==> src/rtl/uart_rx_ovs.sv <==
// Oversampling UART receiver: majority-vote bit decisions, parity/frame/break
// detection and a first-word-fall-through receive FIFO.
module uart_rx_ovs #(
   parameter int U_DLY   = 1,
   parameter int OVS     = 16,
   parameter int FIFO_AW = 3
) (
   input  logic               clk_sys,
   input  logic               rst,
   input  logic               baud_en,
   input  logic [3:0]         data_width,
   input  logic [2:0]         parity_mode,
   input  logic               stop_bits,
   input  logic               parity_filter,
   input  logic               uart_rx,
   output logic [8:0]         rx_data,
   output logic [2:0]         rx_flags,
   output logic               rx_valid,
   input  logic               rx_ready,
   output logic [FIFO_AW:0]   fifo_level,
   output logic               overflow,
   output logic               rx_busy
);

   localparam int TW    = $clog2(OVS);
   localparam int DEPTH = 1 << FIFO_AW;
   localparam logic [TW-1:0] T_S0   = TW'(OVS/2 - 1);
   localparam logic [TW-1:0] T_S1   = TW'(OVS/2);
   localparam logic [TW-1:0] T_DEC  = TW'(OVS/2 + 1);
   localparam logic [TW-1:0] T_LAST = TW'(OVS - 1);
   localparam logic [FIFO_AW:0] L_FULL = (FIFO_AW+1)'(DEPTH);

   if ((OVS < 8) || (OVS > 32) || ((OVS % 2) != 0) || (U_DLY < 0)) begin : g_bad_param
      $error("uart_rx_ovs: illegal parameter value");
   end

   typedef enum logic [2:0] {IDLE, START, DATA, PARITY, STOP, BRK_WAIT} state_t;

   // line synchronizer; resets high so reset release never looks like a start edge
   logic r_sync1, r_sync2, r_sync3;
   logic w_start_edge;

   state_t         r_state, w_state_n;
   logic [TW-1:0]  r_tick, w_tick_n;
   logic [3:0]     r_bitcnt, w_bitcnt_n;
   logic [8:0]     r_data, w_data_n;
   logic           r_s0, r_s1;
   logic           r_perr, w_perr_n;
   logic           r_ferr, w_ferr_n;
   logic           r_brk, w_brk_n;
   logic           r_zero, w_zero_n;
   logic           w_cfg_ld;
   logic [3:0]     r_width;
   logic [2:0]     r_pmode;
   logic           r_stop2, r_filter;
   logic           r_push, w_push_n;
   logic [11:0]    r_push_word, w_push_word_n;

   logic           w_run, w_decide, w_bound, w_bit, w_par_exp, w_last_stop;
   logic [3:0]     w_width_norm;
   logic [2:0]     w_pmode_norm;

   always_ff @(posedge clk_sys or posedge rst) begin
      if (rst) begin
         r_sync1 <= 1'b1;
         r_sync2 <= 1'b1;
         r_sync3 <= 1'b1;
      end else begin
         r_sync1 <= uart_rx;
         r_sync2 <= r_sync1;
         r_sync3 <= r_sync2;
      end
   end

   assign w_start_edge = r_sync3 & ~r_sync2;

   assign w_width_norm = ((data_width >= 4'd5) && (data_width <= 4'd9)) ? data_width : 4'd8;
   assign w_pmode_norm = (parity_mode > 3'd4) ? 3'd0 : parity_mode;

   assign w_run    = (r_state != IDLE) && (r_state != BRK_WAIT);
   assign w_decide = baud_en && (r_tick == T_DEC);
   assign w_bound  = baud_en && (r_tick == T_LAST);
   assign w_bit    = (r_s0 & r_s1) | (r_s0 & r_sync2) | (r_s1 & r_sync2);
   assign w_last_stop = (r_bitcnt == 4'd1) || !r_stop2;

   always_comb begin
      case (r_pmode)
         3'd1:    w_par_exp = ~^r_data;
         3'd2:    w_par_exp = ^r_data;
         3'd3:    w_par_exp = 1'b1;
         default: w_par_exp = 1'b0;
      endcase
   end

   always_comb begin
      w_state_n     = r_state;
      w_tick_n      = r_tick;
      w_bitcnt_n    = r_bitcnt;
      w_data_n      = r_data;
      w_perr_n      = r_perr;
      w_ferr_n      = r_ferr;
      w_brk_n       = r_brk;
      w_zero_n      = r_zero;
      w_cfg_ld      = 1'b0;
      w_push_n      = 1'b0;
      w_push_word_n = r_push_word;
      if (w_run && baud_en)
         w_tick_n = (r_tick == T_LAST) ? '0 : r_tick + TW'(1);
      case (r_state)
         IDLE: begin
            if (w_start_edge) begin
               w_tick_n   = '0;
               w_bitcnt_n = '0;
               w_data_n   = '0;
               w_perr_n   = 1'b0;
               w_ferr_n   = 1'b0;
               w_brk_n    = 1'b0;
               w_zero_n   = 1'b1;
               w_cfg_ld   = 1'b1;
               w_state_n  = START;
            end
         end
         START: begin
            if (w_decide && w_bit)
               w_state_n = IDLE;
            else if (w_bound)
               w_state_n = DATA;
         end
         DATA: begin
            if (w_decide) begin
               w_data_n = r_data | ({8'd0, w_bit} << r_bitcnt);
               w_zero_n = r_zero & ~w_bit;
            end else if (w_bound) begin
               if (r_bitcnt == (r_width - 4'd1)) begin
                  w_bitcnt_n = '0;
                  w_state_n  = (r_pmode != 3'd0) ? PARITY : STOP;
               end else begin
                  w_bitcnt_n = r_bitcnt + 4'd1;
               end
            end
         end
         PARITY: begin
            if (w_decide) begin
               w_perr_n = (w_bit != w_par_exp);
               w_zero_n = r_zero & ~w_bit;
            end else if (w_bound) begin
               w_state_n = STOP;
            end
         end
         STOP: begin
            if (w_decide) begin
               w_ferr_n = r_ferr | ~w_bit;
               if (r_bitcnt == 4'd0)
                  w_brk_n = r_zero & ~w_bit;
               // the word leaves at mid-bit so a back-to-back start edge is not missed
               if (w_last_stop) begin
                  w_push_n      = ~(r_perr & r_filter);
                  w_push_word_n = {w_brk_n, r_perr, w_ferr_n | w_brk_n, r_data};
                  w_state_n     = w_brk_n ? BRK_WAIT : IDLE;
               end
            end else if (w_bound) begin
               w_bitcnt_n = 4'd1;
            end
         end
         BRK_WAIT: begin
            if (r_sync2)
               w_state_n = IDLE;
         end
         default: w_state_n = IDLE;
      endcase
   end

   always_ff @(posedge clk_sys or posedge rst) begin
      if (rst) begin
         r_state     <= IDLE;
         r_tick      <= '0;
         r_bitcnt    <= '0;
         r_data      <= '0;
         r_s0        <= 1'b1;
         r_s1        <= 1'b1;
         r_perr      <= 1'b0;
         r_ferr      <= 1'b0;
         r_brk       <= 1'b0;
         r_zero      <= 1'b0;
         r_width     <= 4'd8;
         r_pmode     <= 3'd0;
         r_stop2     <= 1'b0;
         r_filter    <= 1'b0;
         r_push      <= 1'b0;
         r_push_word <= '0;
      end else begin
         r_state     <= w_state_n;
         r_tick      <= w_tick_n;
         r_bitcnt    <= w_bitcnt_n;
         r_data      <= w_data_n;
         r_perr      <= w_perr_n;
         r_ferr      <= w_ferr_n;
         r_brk       <= w_brk_n;
         r_zero      <= w_zero_n;
         r_push      <= w_push_n;
         r_push_word <= w_push_word_n;
         if (baud_en && (r_tick == T_S0))
            r_s0 <= r_sync2;
         if (baud_en && (r_tick == T_S1))
            r_s1 <= r_sync2;
         if (w_cfg_ld) begin
            r_width  <= w_width_norm;
            r_pmode  <= w_pmode_norm;
            r_stop2  <= stop_bits;
            r_filter <= parity_filter;
         end
      end
   end

   // receive FIFO, first-word-fall-through
   logic [11:0]        r_mem [DEPTH];
   logic [FIFO_AW-1:0] r_wptr, r_rptr;
   logic [FIFO_AW:0]   r_level;
   logic               r_overflow;
   logic               w_pop, w_full, w_wr;
   logic [11:0]        w_head;

   assign w_pop  = rx_valid & rx_ready;
   assign w_full = (r_level == L_FULL);
   assign w_wr   = r_push & (~w_full | w_pop);
   assign w_head = r_mem[r_rptr];

   always_ff @(posedge clk_sys) begin
      if (w_wr)
         r_mem[r_wptr] <= r_push_word;
   end

   always_ff @(posedge clk_sys or posedge rst) begin
      if (rst) begin
         r_wptr     <= '0;
         r_rptr     <= '0;
         r_level    <= '0;
         r_overflow <= 1'b0;
      end else begin
         if (w_wr)
            r_wptr <= r_wptr + FIFO_AW'(1);
         if (w_pop)
            r_rptr <= r_rptr + FIFO_AW'(1);
         case ({w_wr, w_pop})
            2'b10:   r_level <= r_level + (FIFO_AW+1)'(1);
            2'b01:   r_level <= r_level - (FIFO_AW+1)'(1);
            default: r_level <= r_level;
         endcase
         r_overflow <= r_push & w_full & ~w_pop;
      end
   end

   assign rx_valid   = (r_level != '0);
   assign rx_data    = rx_valid ? w_head[8:0]  : 9'd0;
   assign rx_flags   = rx_valid ? w_head[11:9] : 3'd0;
   assign fifo_level = r_level;
   assign overflow   = r_overflow;
   assign rx_busy    = (r_state != IDLE);

endmodule

==> config.mk <==
export PLATFORM = sky130hd
export DESIGN_NAME = uart_rx_ovs
export DESIGN_NICKNAME = d
export VERILOG_FILES = /design/src/rtl/uart_rx_ovs.sv
export SDC_FILE = /design/constraint.sdc
export NUM_CORES = 1
export LEC_CHECK = 0
export CORE_MARGIN = 5
export CORE_UTILIZATION = 54
export DETAILED_ROUTE_END_ITERATION = 8
export GPL_TIMING_DRIVEN = 0
export PLACE_DENSITY = 0.73
export RECOVER_POWER = 25
export SYNTH_ARGS = -nofsm -noshare
export SYNTH_HDL_FRONTEND = slang
export SYNTH_SLANG_ARGS = --single-unit
==> constraint.sdc <==
create_clock -name clk_sys -period 2.4 [get_ports clk_sys]
set_clock_uncertainty 0.05 [all_clocks]
set_input_delay 0.48 -clock clk_sys [delete_from_list [all_inputs] [get_ports clk_sys]]
set_output_delay 0.48 -clock clk_sys [all_outputs]
set_load 0.05 [all_outputs]
* Word level (Yosys, flattened, before mapping) *
Memory sizes are Yosys's and may differ from the RTL's.
Cells that the tools add are included.
W data, S select, Z words.

storage, ports and cells
  bits in registers = 62
  bits in writable memories = 96
  input port bits = 14
  memories kept = 1

memory list
  memory  words  bits a word  rd ports  clocked after Yosys merged registers in  wr ports  line  RTL
  r_mem   8      12           1         0                                        1         216   logic [11:0] r_mem [DEPTH];

cells by class
  $add $sub $neg = 7
  magnitude comparators = 3
  eq/ne operators = 34
  shift operators = 1
  mux-type cells = 54
  bitwise gates (word level) = 21
  reduce and logical (&&, ||, !) cells = 31

operator list
  operator               number
  $mux W3                15
  $mux W4                11
  $mux W9                3
  $ne A2 B2 Y1 const B   13
  $pmux W3 S6            1
  $pmux W9 S2            1
  $eq A4 B4 Y1 const B   4
  $mux W1                16
  $reduce_and A3 Y1      5
  $add A4 B1 Y4 const B  3
  $eq A3 B2 Y1 const B   4
  $pmux W4 S3            1
  $and A1 B1 Y1          10
  $reduce_and A10 Y1     1
  $reduce_bool A2 Y1     5
  $or A9 B9 Y9           1
  $reduce_bool A3 Y1     3
  $reduce_xnor A9 Y1     1
  $reduce_xor A9 Y1      1
  $shl A1 B4 Y9          1
  $logic_and A1 B1 Y1    8
  $pmux W1 S2            4
  $pmux W4 S2            1
  $sub A4 B1 Y4 const B  2
  24 further kinds       36

* Logic depth before layout (Yosys ltp) *
Gate-level depths: netlist (run 1).

  depth in word-level cells = 12
  gate-level depth with buffers = 11

* Worst setup path before layout (run 1) *
No wires, ideal clock.

  kind = flip-flop to flip-flop
  start = register r_level[1], in the netlist fifo_level[1]
  end = register r_level[3], in the netlist fifo_level[3]
  setup time = 0.145 ns
  arrival = 2.502 ns
  setup slack = -0.297 ns
  cell stages (with the launch flop) = 10
  path through = dfrtp_1 -> nor4_1 -> nor2b_1 -> ha_1 -> ha_1 -> a21o_1 -> a21oi_1 -> xnor2_1 -> nor2_1 -> xor2_1

between the ends
  longest elaborated chain between the ends = 6
  elaborated cells on any way between the ends = 12
  those cells by class = 2 x add/sub; 3 x eq/ne; 1 x mux; 4 x bitwise; 2 x reduce/logical

ends and longest elaborated chain
  element                                             line      RTL
  start: declaration                                  218       logic [FIFO_AW:0] r_level;
  start signal: assignment                            245       2'b10: r_level <= r_level + (FIFO_AW+1)'(1);
  start signal: assignment                            246       2'b01: r_level <= r_level - (FIFO_AW+1)'(1);
  start signal: assignment                            247       default: r_level <= r_level;
  $reduce_bool A4 Y1 or $eq A4 B4 Y1 (tied branches)  253, 224
  $and A1 B1 Y1 or $not A1 Y1 (tied branches)         223, 225
  $or A1 B1 Y1                                        225       assign w_wr = r_push & (~w_full | w_pop);
  $and A1 B1 Y1                                       225
  $eq A2 B1 Y1 or $eq A2 B2 Y1 (tied branches)        244       case ({w_wr, w_pop})
  $pmux W4 S2 or $reduce_bool A2 Y1 (tied branches)   -

Parallel ways exist; a longest one is shown, timed or not.
A chain may end at the register's enable or synchronous reset.

* Worst setup path after layout (run 1) *
  start = register r_rptr[0]
  end = output rx_flags[1]

between the ends
  longest elaborated chain between the ends = 2

ends and longest elaborated chain
  element                   line  RTL
  start: declaration        217   logic [FIFO_AW-1:0] r_wptr, r_rptr;
  start signal: assignment  243   r_rptr <= r_rptr + FIFO_AW'(1);
  $mem_v2 Z8 W12            -
  $mux W3                   255   assign rx_flags = rx_valid ? w_head[11:9] : 3'd0;
  end: declaration          17    output logic [2:0] rx_flags,

No other way between the ends.

==> flow_summary.json, run 1 <==
{
  "grt_antenna_before_repair": 0,
  "finalHoldViolCount": 0,
  "netSwitchingFraction_pct": 28.60,
  "rrSetupSlack_ns": 0.06,
  "yosysSeqAreaShare_pct": 65.33,
  "cts_tree": "yes",
  "status": "finished, violations left",
  "utilization_pct": 66.56,
  "synth_nets": 496,
  "hold_path_end": "r_sync2",
  "die_w_um": 122.2,
  "whs_path_depth": 0,
  "initial_utilization_pct": 54.54,
  "failed_checks": "setup timing",
  "synth_ff_type": "edfxtp_1",
  "drive_above_1_share_pct": 27.71,
  "coreArea_mm2": 0.01247,
  "cp-start-kind": "register",
  "critPathRequiredTime_ns": 1.87,
  "seq_power_share_pct": 40.1,
  "nNetsFinal": 560,
  "die_area_mm2": 0.01494,
  "syn_inst": 469,
  "grt_max_degree": 39,
  "drv_slew": 0,
  "power_switching_mw": 2.316,
  "critPathMaxFanout": 7,
  "whs_ns": 0.3108,
  "layout_common_cells": "edfxtp_1 (96), dfrtp_1 (52), nand2_1 (38)",
  "avgSynthCellArea_um2": 14.50,
  "min_period_over_period_pct": 106.3,
  "power_density_mw_per_mm2": 975.9,
  "postRouteAntennaNets": 0,
  "wl_per_cell_um": 18.77,
  "overflow": 0,
  "cts.path.max_buffers": 2,
  "holdCritStartpoint": "r_sync1",
  "layout_setup_ws_ns": -0.1506,
  "synth-seq-cells": 158,
  "die_h_um": 122.2,
  "drtIter0Drc": 304,
  "synth_edf_count": 96,
  "fin_crit_ns": 2.551,
  "grt_pass1_wl_mm": 21.91,
  "gp_congestion": 0.8373,
  "grt_pass1_vias": 4218,
  "vias_per_cell": 5.551,
  "wl_mm": 13.46,
  "ys_warn_count": 0,
  "ys_types": 52,
  "netlist_area_mm2": 0.006799,
  "cts_htree_levels": 4,
  "max-vdd-ir-drop_v": 0.0004582,
  "fmax_mhz": 392.1,
  "cts_sinks": 158,
  "clock_latency_ns": 0.42,
  "grtUsageTotal_pct": 19.78,
  "leakage_nw": 3.389,
  "route.detailed.drc": 0,
  "r2r-end": "fifo_level[3]",
  "num_io_pins": 33,
  "critPathKind": "register to output pin",
  "reg2reg_depth": 11,
  "power.internal_mw": 5.781,
  "slew_headroom_pct": 41.92,
  "first_pass_iters": 4,
  "numCtsBuffers": 17,
  "regToRegStartpoint": "fifo_level[0]",
  "layout_commonest_cell": "edfxtp_1",
  "hold_buffers": 0,
  "ctsRootBufferMaster": "clkbuf_16",
  "antenna_cells": 0,
  "p_comb_share_pct": 25.7,
  "worst_pin_slew_ns": 0.8702,
  "rows": 41,
  "port_buffers": 32,
  "ys_async_sr_fraction_pct": 39.24,
  "dr_total_vias": 3980,
  "crit_path_end_kind": "output pin",
  "syn_to_final_growth_pct": 22.03,
  "power.share.clock_pct": 34.3,
  "fillCellCount": 869,
  "max_cap_viol_count": 0,
  "power.total_mw": 8.097,
  "rsz0062_at_grt": "true",
  "hold_class": "register to register",
  "setup_viol": 12,
  "clk_pin_slew_ns": 0.06,
  "cp.arrival_ns": 2.02,
  "post-dp-hpwl_mm": 8.631
}
[power by group through the flow]
stage	logic [mW]	registers, mW	clock network [mW]
after floorplan	1.14	3.34	0
after global placement	1.63	3.25	0
after detailed placement	1.68	3.27	0
after CTS	1.97	3.24	2.80
after global routing	2.26	3.27	2.93
final	2.08	3.25	2.77
[Yosys cell counts (6+ instances only)]
library cell,instances,area (um^2)
dfrtp_1,56,1401
buf_2,8,40.04
mux2i_1,14,140.1
a21oi_1,17,85.08
clkbuf_1,8,30.03
nor2_1,45,168.9
edfxtp_1,96,2883
ha_1,12,150.1
nand3_1,7,35.03
nand2b_1,8,50.05
nor3_1,11,55.05
inv_1,15,56.30
xnor2_1,12,105.1
mux2_2,15,168.9
dfstp_2,6,157.7
mux4_2,24,540.5
nand2_1,38,142.6
o21ai_0,16,80.08
xor2_1,7,61.31
[metal layers]
layer	routed length, um	share of wire, %	global-route usage [%]	vias up
li1	-	-	-	1871
met1	5360	40	23.97	2007
met2	7323	54	35.25	85
met3	528	3.9	3.641	17
met4	245	1.8	7.558	0
met5	0	0	0	-
[layout make-up]
cell class / count / area (um^2) / area share, %
Buffer: 17 / 132.6 / 1.599
Clock buffer: 19 / 442.9 / 5.339
Clock inverter: 12 / 167.7 / 2.021
Inverter: 15 / 56.30 / 0.6786
Multi-Input combinational cell: 278 / 2347 / 28.29
Sequential cell: 158 / 4447 / 53.60
Tap cell: 172 / 215.2 / 2.594
Timing Repair Buffer: 46 / 488.0 / 5.881
[per-stage QoR]
step	instances	cell area, um^2	setup TNS (ns)	setup slack (ns)
after floorplan	469	6838	-0.1685	-0.1429
after global placement	673	7373	-99.87	-0.9005
after detailed placement	674	7393	-62.16	-0.9237
after CTS	714	8199	-2.097	-0.1895
after global routing	717	8297	-2.724	-0.2520
final	717	8297	-1.489	-0.1506
[state kept, by name, summed over array words and instances (netlist names), 3 cells and up]
signal / count
r_pmode: 3
fifo_level: 4
r_rptr: 3
r_state: 3
r_data: 9
r_push_word: 12
r_mem: 96
r_bitcnt: 4
r_wptr: 3
r_width: 4
r_tick: 4
[cell families after synthesis]
kind of cell    share of synthesized area [%]
xor+xnor                                3.018
simple gates                            9.091
flops                                   65.33
compound gates                          5.594
mux                                     12.50
fa+ha+maj                               2.503
buf+inv                                 1.969
[worst max-delay path by stage]
stage,start,to,slack (ns),depth (start not counted)
2_1_floorplan,fifo_level[3],fifo_level[3],-0.14,9
3_3_place_gp,r_rptr[1],rx_flags[1],-0.90,6
3_5_place_dp,r_rptr[1],rx_flags[1],-0.92,6
4_1_cts,r_rptr[0],rx_flags[1],-0.19,6
5_1_grt,r_rptr[0],rx_data[3],-0.25,6
6_report,r_rptr[0],rx_flags[1],-0.15,6
[worst max-delay path: stages, from the launching register on]
cell and delay, ns:
dfrtp_1 0.38, buf_8 0.17, buf_12 0.14, mux4_2 0.51
mux2i_2 0.20, nor2_2 0.05, buf_6 0.15
[what timing repair did]
item | CTS | global route
resized for setup | 127 | 18
pin swaps | 1 | 6
setup buffers | 9 | 2
setup endpoints to repair | 63 | 56
gates cloned | 1 | 1
(Power assumes the default switching activity.)
==> inputs of run 2 (changes only) <==
--- a/config.mk
+++ b/config.mk
@@ -5,12 +5,14 @@
 export SDC_FILE = /design/constraint.sdc
 export NUM_CORES = 1
 export LEC_CHECK = 0
+export ABC_AREA = 1
 export CORE_MARGIN = 5
 export CORE_UTILIZATION = 54
 export DETAILED_ROUTE_END_ITERATION = 8
 export GPL_TIMING_DRIVEN = 0
-export PLACE_DENSITY = 0.73
+export PLACE_DENSITY = 0.72
 export RECOVER_POWER = 25
+export SLEW_MARGIN = 5
 export SYNTH_ARGS = -nofsm -noshare
 export SYNTH_HDL_FRONTEND = slang
 export SYNTH_SLANG_ARGS = --single-unit
==> run 2 against run 1 <==
The flow still finishes with violations (setup timing). Maximum frequency decreased by 1.8%. Sequential power increased by 8.3%. Count of clock-buffer cells in the layout increased by 2. Combinational power increased to 2.8 times the previous value. Largest cell class unchanged.
==> flow_summary.json, run 2 <==
{
  "hold_class": "register to register",
  "postRouteAntennaNets": 0,
  "layout_commonest_cell": "edfxtp_1",
  "die_w_um": 123.6,
  "worst_pin_slew_ns": 0.7460,
  "grt_pass1_vias": 5185,
  "drive_above_1_share_pct": 23.16,
  "cts_htree_levels": 4,
  "cp.arrival_ns": 2.07,
  "cp-start-kind": "register",
  "fillCellCount": 919,
  "power_density_mw_per_mm2": 1380,
  "yosysMostFrequentCell": "nor2_1",
  "route.detailed.drc": 0,
  "setup_viol": 12,
  "min_period_over_period_pct": 108.2,
  "grtUsageTotal_pct": 23.13,
  "syn_to_final_growth_pct": 27.03,
  "status": "finished, violations left",
  "synth_area_leader_cell": "edfxtp_1",
  "finalHoldViolCount": 0,
  "regMostFlops": "r_mem",
  "critPathRequiredTime_ns": 1.87,
  "synth_edf_count": 96,
  "max-vdd-ir-drop_v": 0.0005612,
  "fmax_mhz": 385.2,
  "synth_top_area_share_pct": 41.40,
  "fin_crit_ns": 2.596,
  "dp_slack_ns": -0.8090,
  "clk_pin_slew_ns": 0.06,
  "grt_max_degree": 42,
  "cts.path.max_buffers": 2,
  "largest_registers": "r_mem: 96 flops, r_push_word: 12 flops, r_data: 9 flops",
  "ys_async_sr_fraction_pct": 39.24,
  "post-dp-hpwl_mm": 10.73,
  "crit_path_end_kind": "output pin",
  "cts_sinks": 158,
  "utilization_pct": 70.09,
  "wl_mm": 16.78,
  "drv_slew": 0,
  "ys_types": 45,
  "die_h_um": 123.6,
  "drtIter0Drc": 571,
  "layout_common_cells": "edfxtp_1 (96), nand2_1 (93), nor2_1 (83)",
  "ys_top_cells_by_count": "nor2_1 (100), edfxtp_1 (96), nand2_1 (94)",
  "avgSynthCellArea_um2": 10.44,
  "failed_checks": "setup timing",
  "numCtsBuffers": 17,
  "synth-seq-cells": 158,
  "first_pass_iters": 6,
  "cts_tree": "yes",
  "max_cap_viol_count": 0,
  "port_buffers": 32,
  "ys_warn_count": 0,
  "critPathKind": "register to output pin",
  "ctsRootBufferMaster": "clkbuf_16",
  "vias_per_cell": 5.681,
  "synth_nets": 694,
  "initial_utilization_pct": 55.18,
  "synth_area_leaders": "edfxtp_1 (41%), dfrtp_1 (20%), o21ai_0 (6.3%)",
  "synth_ff_type": "edfxtp_1",
  "layout_setup_ws_ns": -0.1963,
  "antenna_cells": 0,
  "coreArea_mm2": 0.01262,
  "gp_congestion": 0.8973,
  "rsz0062_at_grt": "true",
  "dr_total_vias": 5221,
  "wl_per_cell_um": 18.26,
  "die_area_mm2": 0.01527,
  "num_io_pins": 33,
  "slew_headroom_pct": 50.21,
  "grt_pass1_wl_mm": 26.52,
  "largest_reg_flops": 96,
  "leakage_nw": 3.365,
  "yosysSeqAreaShare_pct": 63.79,
  "clock_latency_ns": 0.42,
  "netlist_area_mm2": 0.006963,
  "syn_inst": 667,
  "critPathMaxFanout": 6,
  "grt_antenna_before_repair": 0,
  "nNetsFinal": 761,
  "overflow": 0,
  "rows": 41
}
==> run 2: area by class of cell <==
class	instances	area, um^2	area share, %
clock buffer	21	450.4	5.093
tap	172	215.2	2.433
buffer	22	225.2	2.546
clock inverter	11	190.2	2.150
timing repair buffer	48	500.5	5.659
multi-input combinational	430	2597	29.37
inverter	57	216.5	2.447
sequential	158	4449	50.30
==> run 2: cell families after synthesis <==
family,share of synthesized area [%]
muxes,0.1617
AOI/OAI and AO/OA,11.43
DFF,63.79
adders and majority gates,2.444
buffers and inverters,4.528
xor gates and xnor gates,1.887
and+or+nand+nor,15.76
==> run 2: path summary, 6_finish.rpt <==
| kind | startpoint | endpoint | slack (ns) | cells past startpoint |
|---|---|---|---|---|
| setup / recovery | r_rptr[0] | rx_flags[2] | -0.20 | 8 |
| hold / removal | r_sync1 | r_sync2 | 0.31 | 0 |
| setup reg to reg | fifo_level[1] | fifo_level[3] | 0.07 | 14 |
| hold reg to reg | r_sync1 | r_sync2 | 0.31 | 0 |
| max in group asynchronous | rst | r_width[3] | 1.28 | 3 |
| min in group asynchronous | rst | fifo_level[0] | 0.36 | 2 |
==> run 2: metal layers <==
metal  routed length (um)  vias up  part of all wire (%)  global-route usage [%]
li1                     -     2450                     -                       -
met2                 8705      200                    52                   39.28
met3                  893       38                   5.3                   4.392
met4                  403        0                   2.4                   9.896
met5                    0        -                     0                       0
met1                 6778     2533                    40                   29.08
==> run 2: where the power goes <==
group | internal [mW] | total [mW] | switching, mW | leakage, nW
logic | 2.17 | 5.76 | 3.59 | 1.50
clock network | 1.87 | 2.92 | 1.05 | 0.299
registers | 3.20 | 3.52 | 0.325 | 1.56
==> run 2: stage by stage <==
stage | power, mW | cells | area [um^2] | setup TNS [ns] | hold slack [ns]
detailed placement | 8.285 | 872 | 7679 | -66.47 | 0.2968
global route | 12.79 | 919 | 8845 | -2.552 | 0.3130
finish | 12.21 | 919 | 8845 | -1.428 | 0.3097
global placement | 8.151 | 871 | 7659 | -104.92 | 0.2955
floorplan | 6.925 | 667 | 7123 | 0 | 0.2952
CTS | 11.96 | 912 | 8721 | -0.4815 | 0.3054
==> run 2: timing repair <==
item	4_1_cts	5_1_grt
gates cloned	1	0
endpoints found under the setup margin	89	38
setup buffers	7	7
pin swaps	11	23
gates resized for setup	195	26
hold buffers	0	0
==> run 2: critical path: stages (launching register included) <==
cell and delay [ns]:
dfrtp_2 0.43, inv_2 0.07, buf_8 0.14, buf_6 0.12, o21ai_0 0.30, o22ai_2 0.12, o21ai_1 0.20, a31oi_2 0.07
buf_6 0.17
==> inputs of run 3 (changes only) <==
--- a/config.mk
+++ b/config.mk
@@ -10,7 +10,7 @@
 export CORE_UTILIZATION = 54
 export DETAILED_ROUTE_END_ITERATION = 8
 export GPL_TIMING_DRIVEN = 0
-export PLACE_DENSITY = 0.72
+export PLACE_DENSITY = 0.7
 export RECOVER_POWER = 25
 export SLEW_MARGIN = 5
 export SYNTH_ARGS = -nofsm -noshare
==> constraint.sdc (replaced) <==
create_clock -name clk_sys -period 3.07 [get_ports clk_sys]
set_clock_uncertainty 0.05 [all_clocks]
set_input_delay 0.614 -clock clk_sys [delete_from_list [all_inputs] [get_ports clk_sys]]
set_output_delay 0.614 -clock clk_sys [all_outputs]
set_load 0.05 [all_outputs]
==> run 3 against run 2 <==
The flow now finishes without violations. Via count is 3.8% lower. Setup slack better by 0.32 ns. Routed wire length is 8.8% lower. Critical path type unchanged. Largest power group unchanged.
==> flow_summary.json, run 3 (synthesis gave the netlist of run 2 again) <==
{
  "status": "finished, final reports clean",
  "finalHoldViolCount": 0,
  "busiest_layer": "met2",
  "antenna_cells": 0,
  "cp.arrival_ns": 2.28,
  "r2r-end": "r_mem[2][7]",
  "cts_htree_levels": 4,
  "dpl_cell_area_mm2": 0.007575,
  "layout_common_cells": "nor2_1 (100), edfxtp_1 (96), nand2_1 (94)",
  "max_cap_viol_count": 0,
  "numCtsBuffers": 17,
  "design_area_mm2": 0.008120,
  "grt_antenna_before_repair": 0,
  "grtUsageTotal_pct": 21.60,
  "power_density_mw_per_mm2": 1005,
  "grt_pass1_vias": 4959,
  "regToRegStartpoint": "fifo_level[1]",
  "dr_total_vias": 5021,
  "fmax_mhz": 339.5,
  "cts_sinks": 158,
  "largest_registers": "r_mem: 96 flops, r_push_word: 12 flops, r_data: 9 flops",
  "critPathBufInv": 4,
  "nNetsFinal": 746,
  "cpLargestDelayFamily": "buffers and inverters",
  "clock_latency_ns": 0.42,
  "critPathMaxFanout": 10,
  "cp_num_cells": 8,
  "p_comb_share_pct": 42.7,
  "rrSetupSlack_ns": 0.34,
  "cp-startpoint": "r_rptr[0]",
  "setup_viol": 0,
  "seq_power_share_pct": 33.3,
  "holdCritStartpoint": "r_sync1",
  "min_period_over_period_pct": 95.95,
  "power_switching_mw": 3.473,
  "route.detailed.drc": 0,
  "worst_pin_slew_ns": 1.239,
  "power.internal_mw": 4.685,
  "coreArea_mm2": 0.01262,
  "netSwitchingFraction_pct": 42.57,
  "layout_commonest_cell": "nor2_1",
  "fillCellCount": 1025,
  "wl_mm": 15.31,
  "slew_headroom_pct": 17.06,
  "gp_congestion": 0.8908,
  "whs_path_depth": 0,
  "grt.met2_usage_pct": 35.81,
  "cts.path.max_buffers": 2,
  "initial_utilization_pct": 55.18,
  "hold_path_end": "r_sync2",
  "crit_path_end_kind": "output pin",
  "use_met3_pct": 4.209,
  "clk_pin_slew_ns": 0.06,
  "fin_crit_ns": 2.946,
  "slowest_delay_ns": 0.44,
  "cts_tree": "yes",
  "rsz0062_at_grt": "false",
  "power.share.clock_pct": 24.0,
  "overflow": 0,
  "num_io_pins": 33,
  "port_buffers": 32,
  "drv_slew": 0,
  "wl_per_cell_um": 16.93,
  "vias_per_cell": 5.554,
  "grt_max_degree": 39,
  "rows": 41,
  "hold_class": "register to register",
  "post_cts_buffers": 0,
  "drtIter0Drc": 400,
  "regMostFlops": "r_mem",
  "cp-start-kind": "register",
  "utilization_pct": 64.35,
  "die_h_um": 123.6,
  "ctsRootBufferMaster": "clkbuf_16",
  "worstPathCellList": "inv_1 > clkbuf_4 > buf_4 > nor2_1 > o22ai_1 > o21ai_0 > a31oi_1 > clkdlybuf4s15_2",
  "first_pass_iters": 5,
  "leakage_nw": 3.098,
  "die_w_um": 123.6,
  "drive_above_1_share_pct": 12.57,
  "global_route.usage.met1_pct": 27.50,
  "critPathRequiredTime_ns": 2.41,
  "syn_to_final_growth_pct": 16.62,
  "critPathKind": "register to output pin",
  "die_area_mm2": 0.01527,
  "post-dp-hpwl_mm": 10.59,
  "grt_pass1_wl_mm": 24.78,
  "postRouteAntennaNets": 0,
  "reg2reg_depth": 7,
  "max-vdd-ir-drop_v": 0.0004639,
  "slowest_stage": "dfrtp_1",
  "largest_reg_flops": 96
}
[run 3: worst register-to-register path, stage by stage, from the launching register on]
cell and delay [ns]:
dfrtp_1 0.43, nor2_1 0.07, inv_1 0.07, nor4_1 0.07, nor2_1 0.26, inv_1 0.12, or2_2 0.34, nor2_1 0.92
[run 3: repair_timing]
item | 4_1_cts | 5_1_grt
gates resized for setup | 63 | 22
pin swaps | 0 | 1
endpoints found under the setup margin | 13 | 12
hold buffers | 0 | 0
[run 3: final cells by class]
class / instances / area (um^2) / share of cell area [%]
Timing Repair Buffer: 33 / 301.5 / 3.713
Tap cell: 172 / 215.2 / 2.650
Buffer: 22 / 122.6 / 1.510
Inverter: 57 / 214.0 / 2.635
Sequential cell: 158 / 4442 / 54.70
Clock buffer: 19 / 432.9 / 5.331
Multi-Input combinational cell: 430 / 2275 / 28.01
Clock inverter: 13 / 117.6 / 1.448
[run 3: per-stage QoR]
step           instances  setup TNS, ns  setup slack (ns)  hold slack [ns]  total power [mW]
6_report             904              0            0.1243           0.3159             8.158
5_1_grt              904              0          0.003862           0.3227             8.629
4_1_cts              904              0          0.005908           0.3114             8.169
3_5_place_dp         872         -11.95           -0.2702           0.3025             6.286
3_3_place_gp         871         -21.96           -0.2678           0.2960             6.192
2_1_floorplan        667              0           0.03296           0.2952             5.218
[run 3: power by group through the flow]
stage / clock, mW / sequential (mW) / combinational, mW
finish: 1.96 / 2.72 / 3.48
global route: 2.08 / 2.76 / 3.79
CTS: 1.98 / 2.72 / 3.47
detailed placement: 0 / 2.76 / 3.53
global placement: 0 / 2.74 / 3.45
floorplan: 0 / 2.79 / 2.43
[run 3: worst max-delay path by stage]
stage                        endpoint  slack, ns
after floorplan            rx_data[1]       0.03
after global routing      rx_flags[2]      0.004
final                     rx_flags[2]       0.12
after detailed placement  r_mem[2][7]      -0.27
after CTS                  rx_data[3]      0.006
after global placement     rx_data[6]      -0.27
[run 3: per-layer routing]
| layer | share of wire (%) | vias up |
|---|---|---|
| li1 | - | 2407 |
| met1 | 43 | 2445 |
| met2 | 50 | 134 |
| met3 | 4.4 | 35 |
| met4 | 2.2 | 0 |
| met5 | 0 | - |
